--- src/rtl/rvv_uop_sequencer.sv ---
// Expands one decoded vector ALU instruction into per-register uops across its
// LMUL register group, handling widening/narrowing operand stepping.
//
// state | meaning
// IDLE  | nothing in flight, instruction port open
// ISSUE | emitting uops of the current instruction
module rvv_uop_sequencer #(
  parameter int REGFILE_INDEX_WIDTH = 5,
  parameter int UOP_IDX_W           = 3,
  parameter int TAG_W               = 4
) (
  input  logic                           clk,
  input  logic                           rst,
  input  logic                           flush,
  input  logic                           inst_valid,
  output logic                           inst_ready,
  input  logic [2:0]                     inst_vlmul,
  input  logic                           inst_widen,
  input  logic                           inst_narrow,
  input  logic                           inst_vl_zero,
  input  logic [REGFILE_INDEX_WIDTH-1:0] inst_vd,
  input  logic [REGFILE_INDEX_WIDTH-1:0] inst_vs1,
  input  logic [REGFILE_INDEX_WIDTH-1:0] inst_vs2,
  input  logic [TAG_W-1:0]               inst_tag,
  output logic                           uop_valid,
  input  logic                           uop_ready,
  output logic [REGFILE_INDEX_WIDTH-1:0] uop_vd,
  output logic [REGFILE_INDEX_WIDTH-1:0] uop_vs1,
  output logic [REGFILE_INDEX_WIDTH-1:0] uop_vs2,
  output logic [UOP_IDX_W-1:0]           uop_index,
  output logic                           uop_last,
  output logic [TAG_W-1:0]               uop_tag,
  output logic                           illegal
);

  localparam int RW = REGFILE_INDEX_WIDTH;

  typedef enum logic {IDLE = 1'b0, ISSUE = 1'b1} state_t;
  state_t state_q, state_d;

  logic [1:0]           lmul_log;
  logic                 frac, code_ok, dbl, inst_illegal;
  logic [2:0]           shamt;
  logic [UOP_IDX_W:0]   uop_cnt;
  logic [UOP_IDX_W-1:0] inst_last_idx;

  always_comb begin
    lmul_log = 2'd0;
    frac     = 1'b0;
    code_ok  = 1'b1;
    case (inst_vlmul)
      3'b110, 3'b111: frac = 1'b1;
      3'b000:         lmul_log = 2'd0;
      3'b001:         lmul_log = 2'd1;
      3'b010:         lmul_log = 2'd2;
      3'b011:         lmul_log = 2'd3;
      default:        code_ok = 1'b0;
    endcase
  end

  // Fractional groups fit in one register even when the other EMUL doubles.
  assign dbl           = (inst_widen | inst_narrow) & ~frac;
  assign inst_illegal  = ~code_ok | (inst_widen & inst_narrow)
                       | ((inst_widen | inst_narrow) & (lmul_log == 2'd3));
  assign shamt         = {1'b0, lmul_log} + {2'b00, dbl};
  assign uop_cnt       = (UOP_IDX_W+1)'(1) << shamt;
  assign inst_last_idx = UOP_IDX_W'(uop_cnt - (UOP_IDX_W+1)'(1));

  logic accept, go, hs, adv;
  assign accept = inst_valid & inst_ready;
  assign go     = accept & ~inst_illegal & ~inst_vl_zero;
  assign hs     = uop_valid & uop_ready;
  assign adv    = ~accept & hs & ~uop_last;

  logic [RW-1:0]        st_vd, st_vs1, st_vs2;
  logic                 st_widen, st_narrow;
  logic [UOP_IDX_W-1:0] st_last_idx;

  logic [RW-1:0]        sel_vd, sel_vs1, sel_vs2;
  logic                 sel_widen, sel_narrow;
  logic [UOP_IDX_W-1:0] sel_last_idx, nxt_i, half;
  logic [RW-1:0]        i_off, half_off;

  assign sel_vd       = go ? inst_vd       : st_vd;
  assign sel_vs1      = go ? inst_vs1      : st_vs1;
  assign sel_vs2      = go ? inst_vs2      : st_vs2;
  assign sel_widen    = go ? inst_widen    : st_widen;
  assign sel_narrow   = go ? inst_narrow   : st_narrow;
  assign sel_last_idx = go ? inst_last_idx : st_last_idx;

  assign nxt_i    = go ? '0 : uop_index + UOP_IDX_W'(1);
  assign half     = (sel_widen | sel_narrow) ? (nxt_i >> 1) : nxt_i;
  assign i_off    = RW'(nxt_i);
  assign half_off = RW'(half);

  always_ff @(posedge clk) begin
    if (rst) state_q <= IDLE;
    else     state_q <= state_d;
  end

  always_comb begin
    state_d = state_q;
    if (flush)                state_d = IDLE;
    else if (accept)          state_d = go ? ISSUE : IDLE;
    else if (hs && uop_last)  state_d = IDLE;
  end

  always_comb begin
    inst_ready = ~rst & ~flush & ((state_q == IDLE) | (uop_valid & uop_last & uop_ready));
  end

  always_ff @(posedge clk) begin
    if (rst) begin
      uop_valid   <= 1'b0;
      uop_vd      <= '0;
      uop_vs1     <= '0;
      uop_vs2     <= '0;
      uop_index   <= '0;
      uop_last    <= 1'b0;
      uop_tag     <= '0;
      illegal     <= 1'b0;
      st_vd       <= '0;
      st_vs1      <= '0;
      st_vs2      <= '0;
      st_widen    <= 1'b0;
      st_narrow   <= 1'b0;
      st_last_idx <= '0;
    end else begin
      illegal <= 1'b0;
      if (flush) begin
        uop_valid <= 1'b0;
      end else begin
        if (accept) begin
          illegal   <= inst_illegal;
          uop_valid <= go;
        end else if (hs && uop_last) begin
          uop_valid <= 1'b0;
        end
        if (go) begin
          st_vd       <= inst_vd;
          st_vs1      <= inst_vs1;
          st_vs2      <= inst_vs2;
          st_widen    <= inst_widen;
          st_narrow   <= inst_narrow;
          st_last_idx <= inst_last_idx;
          uop_tag     <= inst_tag;
        end
        if (go || adv) begin
          uop_vd    <= sel_vd  + (sel_narrow ? half_off : i_off);
          uop_vs1   <= sel_vs1 + half_off;
          uop_vs2   <= sel_vs2 + (sel_widen ? half_off : i_off);
          uop_index <= nxt_i;
          uop_last  <= (nxt_i == sel_last_idx);
        end
      end
    end
  end

endmodule
--- config.mk ---
export PLATFORM = sky130hd
export DESIGN_NAME = rvv_uop_sequencer
export DESIGN_NICKNAME = d
export VERILOG_FILES = /design/src/rtl/rvv_uop_sequencer.sv
export SDC_FILE = /design/constraint.sdc
export NUM_CORES = 1
export LEC_CHECK = 0
export ABC_AREA = 1
export CAP_MARGIN = 20
export CELL_PAD_IN_SITES_DETAIL_PLACEMENT = 1
export CELL_PAD_IN_SITES_GLOBAL_PLACEMENT = 1
export CORE_UTILIZATION = 32
export CTS_CLUSTER_SIZE = 28
export DETAILED_ROUTE_END_ITERATION = 8
export GPL_TIMING_DRIVEN = 0
export HOLD_SLACK_MARGIN = 0.03
export MAX_ROUTING_LAYER = met4
export PLACE_DENSITY_LB_ADDON = 0.1
export SYNTH_ARGS = -nofsm -noshare
export SYNTH_HDL_FRONTEND = slang
export SYNTH_SLANG_ARGS = --single-unit
--- constraint.sdc ---
create_clock -name clk -period 3 [get_ports clk]
set_input_delay 0.6 -clock clk [delete_from_list [all_inputs] [get_ports clk]]
set_output_delay 0.6 -clock clk [all_outputs]
set_load 0.01 [all_outputs]
Word level (Yosys, flattened, before mapping)
Cells that the tools add are included.
W data, S select, Z words.
{"block": "classes", "add_sub_neg": 6, "bitwise_logic": 27, "n_shift": 1, "n_reduce_logical": 10, "n_mux": 17, "n_eq_ne": 7}
{"cell": "$add A5 B3 Y5", "count": 3}
{"cell": "$mux W3", "count": 5}
{"cell": "$mux W5", "count": 3}
{"cell": "$and A1 B1 Y1", "count": 13}
{"cell": "$not A1 Y1", "count": 9}
{"cell": "$mux W1", "count": 8}
{"cell": "$eq A3 B2 Y1 const B", "count": 2}
{"cell": "$eq A3 B3 Y1 const B", "count": 2}
{"cell": "$pmux W2 S3", "count": 1}
{"cell": "$reduce_or A6 Y1", "count": 1}
{"cell": "$or A1 B1 Y1", "count": 5}
{"cell": "$reduce_and A2 Y1", "count": 2}
{"cell": "$reduce_or A2 Y1", "count": 2}
{"cell": "$add A2 B1 Y3", "count": 1}
{"cell": "$add A3 B1 Y3 const B", "count": 1}
{"cell": "$eq A3 B1 Y1 const B", "count": 1}
{"cell": "$eq A3 B3 Y1", "count": 1}
{"cell": "$logic_not A3 Y1", "count": 1}
{"cell": "$reduce_or A3 Y1", "count": 1}
{"cell": "$shl A1 B3 Y3 const A", "count": 1}
{"cell": "$sub A3 B1 Y3 const B", "count": 1}
{"cell": "$eq A2 B2 Y1 const B", "count": 1}
{"cell": "$reduce_bool A2 Y1", "count": 1}
{"cell": "$logic_and A1 B1 Y1", "count": 1}
{"cell": "$logic_or A1 B1 Y1", "count": 1}
{"block": "word_totals", "reg_bits": 46, "out_inout_bits": 26, "inputBits": 30}

Longest topological paths before layout
{"block": "depth", "word_depth": 14, "mapped_depth": 20, "depth_no_buf": 19}

Worst setup path after synthesis
No wires, ideal clock.
{"block": "synth_timing", "path_kind": "input to register", "startpoint": "in flush", "endpoint": "reg uop_vs2[2]", "path_buffers": 2, "path_slack_ns": 0.369, "stages": 13, "t_arrival_ns": 2.499, "path_cell_list": "nor2_2 > nand3_2 > nor2_4 > nand2_2 > buf_6 > buf_4 > nor2_1 > a21oi_1 > ha_1 > fa_1 > or2_2 > nand3_1 > a21oi_1"}
{"block": "synth_via", "word_cells_on_any_way": 19, "cone_classes": "add/sub: 1; mux: 6; bitwise: 10; reduce/logical: 2"}
{"element": "start: declaration", "line": "14", "rtl": "input logic flush,"}
{"element": "$not A1 Y1 (no line)"}
{"element": "$and A1 B1 Y1 (2 in series)", "line": "109", "rtl": "inst_ready = ~rst & ~flush & ((state_q == IDLE) | (uop_valid & uop_last & uop_ready));"}
{"element": "$and A1 B1 Y1", "line": "70", "rtl": "assign accept = inst_valid & inst_ready;"}
{"element": "$and A1 B1 Y1 (2 in series)", "line": "71", "rtl": "assign go = accept & ~inst_illegal & ~inst_vl_zero;"}
{"element": "$mux W5"}
{"element": "via sel_vs2[0]", "line": "79", "rtl": "logic [RW-1:0] sel_vd, sel_vs1, sel_vs2;"}
{"element": "$add A5 B3 Y5", "line": "151", "rtl": "uop_vs2 <= sel_vs2 + (sel_widen ? half_off : i_off);"}
{"element": "end signal: assignment", "line": "151"}
{"element": "end: declaration", "line": "29", "rtl": "output logic [REGFILE_INDEX_WIDTH-1:0] uop_vs2,"}
The timed path passes the listed nets, and every way through them passes these cells.
A chain may end at the register's enable or synchronous reset.

Worst setup path after layout
{"block": "layout_timing", "startpoint": "in flush", "endpoint": "reg uop_vs2[3]"}
{"block": "layout_via", "elab_chain_cells": 11, "word_cells_on_any_way": 19, "cone_classes": "add/sub: 1; mux: 6; bitwise: 10; reduce/logical: 2"}
{"element": "$not A1 Y1 (no line) (*)"}
{"element": "$and A1 B1 Y1 (2 in series)", "line": "109"}
{"element": "$and A1 B1 Y1", "line": "70"}
{"element": "$and A1 B1 Y1 (2 in series)", "line": "71"}
{"element": "$mux W1"}
{"element": "$or A1 B1 Y1", "line": "92", "rtl": "assign half = (sel_widen | sel_narrow) ? (nxt_i >> 1) : nxt_i;"}
{"element": "$mux W3", "line": "92"}
{"element": "$mux W3", "line": "151"}
{"element": "$add A5 B3 Y5", "line": "151"}
Every way passes the cells marked *; elsewhere a longest branch is shown, timed or not.

==> reports/summary.md <==
The vertical extent of the die was 91.18 um. The run gives 0.7792 as the final weighted congestion in routability-driven placement. Leaving out fill and tap cells, the most frequent cells in the layout are nand2_1 (71), inv_1 (50), clkdlybuf4s50_1 (49). In the final layout, the multi-input gates occupy 0.001521 sq mm. Summed over all nets, the half-perimeter wirelength after detailed placement is 5.364 mm.

After global routing the overflow that remains totals 0. STA classifies the critical path endpoint as a register. In this run, placement finished with an instance count of 522.

STA puts the critical path data required time at 3.19 ns. The tools report the type of origin of the critical path as an input pin. The logs give 2,549 for the number of vias after detailed routing and 1310 uW for the overall power. The number of hold buffers added after CTS was 0. Timing analysis after detailed placement gives a worst setup slack of -0.6121 ns. The iteration count of the initial detailed-routing pass is 4. Of all flip-flops after synthesis, the portion carrying an async set or reset was 0%.

For this block, the initial DRC count from the detailed router was 76. Compared with the post-synthesis result, the final layout area differs by 43.56%. The number of buffers between clock root and the deepest sink was 2; the CTS buffer count was 5. The library cell used most frequently in the layout, excluding fill and tap cells, is nand2_1. Fill cells in the final layout number 991. The synthesized netlist occupies a cell area of 0.002545 sq mm. The number of max-slew violations in the final report is 0. The run finished with clean final reports. The total power density per cell area is 358.6 mW/mm^2.

The synthesized netlist net count was 411. The max-cap violation count was 0. The logs give 0.01012 ns for the worst clock skew and 0 for the count of inserted antenna diode cells.

In this run the worst setup path terminates at uop_vs2[3]. The initial standard-cell utilization of the core is 32.93%. The total routing usage reported by global routing was 18.64%. The worst register-to-register path ends at uop_vs2[3]. Once layout is done, the placed cells without fillers occupy 0.003654 sq mm. Shortest clock period the worst path allows after layout: 2.876 ns. TritonCTS built the clock tree.

Dividing the detail-routed wire length by the instance count gives 13.45 um. Summing all flip-flop and latch instances after layout gives 900.9 sq um. After detailed routing, the number of remaining DRC violations is 0. The synthesized design contains 45 register bits.

In this run the most used layer during global routing was met2. The logs give 0.29 ns for the clock latency on the worst-skew pair and 347.8 MHz for the peak clock frequency supported by timing. In the synthesized netlist the dominant register cell turns out to be dfxtp_1. Summing the sequential cell areas from Yosys gives 35.40% of the chip area. The run gives 56 as the number of top-level design ports.

Global routing used 31.44% of the available met2 tracks. The fraction of final layout cells with drive strength greater than 1 works out to 17.83%. The synthesized design contains 0 enable-type register cells. Buffers placed on the I/O ports in this run total 55. In this run the worst setup path begins at flush. After clock tree synthesis, the clock-pin slew on the worst setup and hold paths is 0.09 ns. The post-synthesis average cell area came out at 6.972 sq um. The mean number of vias per cell works out to 4.677. Counting every sink on the clock net gives 45. The net count of the finished layout is 488. In this run the cell area measured after placement is 0.003223 sq mm. In the global route stage, met3 resource usage came out at 2.764%. Along the worst path, the maximum fanout reaches 8. In this run, distinct cell masters in the synthesized netlist total 35. The worst reg2reg path startpoint was uop_last.

The number of global-route vias before repair is 2,522. Measured along the x axis, the die boundary spans 91.18 um. The run gives 0 as the Yosys warning count. The slew of the pin with the lowest slew margin works out to 0.5714 ns.

For this design the static power due to leakage is 0.001713 uW. The final number of hold-violating endpoints was 0; the initial antenna violation count was 0. Category of the most critical setup path: input pin to register.

The logic depth of the worst register-to-register path works out to 19. Summed over all failing endpoints, the final setup total negative slack is 0 ns. The worst hold path belongs to the class register to register. For the number of instances in the synthesized netlist, the log shows 365.

Once detail routing completed, the nets flagged for antenna violations numbered 0. Setup slack on the critical path of the routed design comes to 0.1245 ns. The worst pin sits at a relative slew slack of 61.91%.

After floorplanning, the core was sized to cover 0.007727 sq mm. Excluding fillers, the count of instances in the completed layout stands at 545. The tools report the data arrival time at the worst-slack endpoint as 3.07 ns. Setup violations remaining at the end of the flow were counted as 0. The floorplan row count is 32, and the die outline area is 0.008314 sq mm.

The maximum VDD drop is 0.1580 mV, and the maximum number of pins on one net before global-route repair is 14. The H-tree generated during clock tree synthesis spans 2 levels. The total wire length after detailed routing is 7.330 mm. Global routing consumed, on the met1 layer, 23.80% of the routing resources. CTS placed an instance of clkbuf_8 at the clock tree root. Global-route wire length before repair: 11.89 mm. In this run the register-to-register setup slack is 0.49 ns.

The portion of the clock cycle consumed by the worst path in the final layout is 95.85%.
Yosys cell counts, types with 3 or more instances:
master | number | area [sq um]
a211oi_1 | 8 | 60.06
a21oi_1 | 15 | 75.07
a31oi_1 | 3 | 18.77
buf_2 | 4 | 20.02
buf_6 | 3 | 33.78
clkbuf_1 | 4 | 15.01
dfxtp_1 | 45 | 900.9
fa_1 | 3 | 60.06
ha_1 | 13 | 162.7
inv_1 | 51 | 191.4
nand2_1 | 77 | 289.0
nand2_2 | 3 | 18.77
nand3_1 | 26 | 130.1
nor2_1 | 54 | 202.7
o21ai_0 | 24 | 120.1
o21ai_1 | 3 | 15.01
o21bai_1 | 3 | 22.52
xnor2_1 | 4 | 35.03
flip-flops by register name, indices dropped and copies added, names as in the netlist:
signal       count
uop_last         1
st_vd            5
uop_vd           5
st_last_idx      3
st_widen         1
uop_vs2          5
state_q          1
uop_index        3
uop_vs1          5
st_vs2           5
illegal          1
st_vs1           5
st_narrow        1
uop_tag          4
critical path, stage by stage:
cell and delay (ns):
clkdlybuf4s50_1 0.46, nor2_4 0.16, nand3_4 0.10, nor2_4 0.12
nand2_4 0.09, buf_12 0.16, inv_6 0.08, nor2_2 0.06
inv_2 0.13, nor2_1 0.06, ha_1 0.31, nand2_1 0.08
nand2_1 0.05, a31oi_1 0.18, inv_1 0.08, nand2_1 0.07
nand2_1 0.05, o21bai_1 0.16, inv_1 0.06
per-layer routing:
layer  wire [um]  part of all wire, %  vias up
met5           0                    0        -
met1        3569                   49     1192
met2        3477                   47       39
met4          48                 0.65        0
met3         234                  3.2        6
li1            -                    -     1312
repair_timing:
action | in CTS | in global routing
resized for setup | 16 | 44
pin swaps | 5 | 10
setup buffers | 2 | 13
endpoints found under the setup margin | 10 | 10
cell type report:
class                           count  area share, %
Tap cell                          102          3.493
Inverter                           53          5.582
Sequential cell                    45          24.66
Buffer                             14          3.185
Clock inverter                      1         0.8219
Multi-Input combinational cell    253          41.64
Timing Repair Buffer               70          18.25
Clock buffer                        7          2.363
how the worst min path moves through the flow:
stage | startpoint | to | slack, ns | cells past startpoint
5_1_grt | st_vs1[2] | st_vs1[2] | 0.50 | 2
3_3_place_gp | st_vs2[2] | st_vs2[2] | 0.46 | 2
6_report | st_vd[0] | st_vd[0] | 0.47 | 2
2_1_floorplan | st_vd[0] | st_vd[0] | 0.44 | 2
4_1_cts | st_vd[0] | st_vd[0] | 0.48 | 2
3_5_place_dp | st_vs1[2] | st_vs1[2] | 0.46 | 2
cell families (layout without fill, tap and decap cells):
logic type / after synthesis / after routing / share of synthesized area, %
AND/OR/NAND/NOR: 169 / 169 / 28.02
flip-flops: 45 / 45 / 35.40
XOR/XNOR: 6 / 6 / 2.065
adder cells (fa/ha/maj): 16 / 16 / 8.751
AO/OA/AOI/OAI: 62 / 62 / 14.36
buffers and inverters: 67 / 145 / 11.41
per-stage QoR:
stage	util (%)	hold slack, ns
after detailed placement	41.71	0.4595
after global routing	47.28	0.5013
after CTS	44.12	0.4754
after floorplan	-	0.4436
final	47.28	0.4707
after global placement	41.71	0.4555
power by group:
part	internal [uW]	switching (uW)	leakage (uW)	total, uW
Sequential	611	6.60	0.000364	617
Clock	272	203	0.0000585	475
Combinational	103	114	0.00129	218
Note: power is estimated with default switching activity, not from simulation.
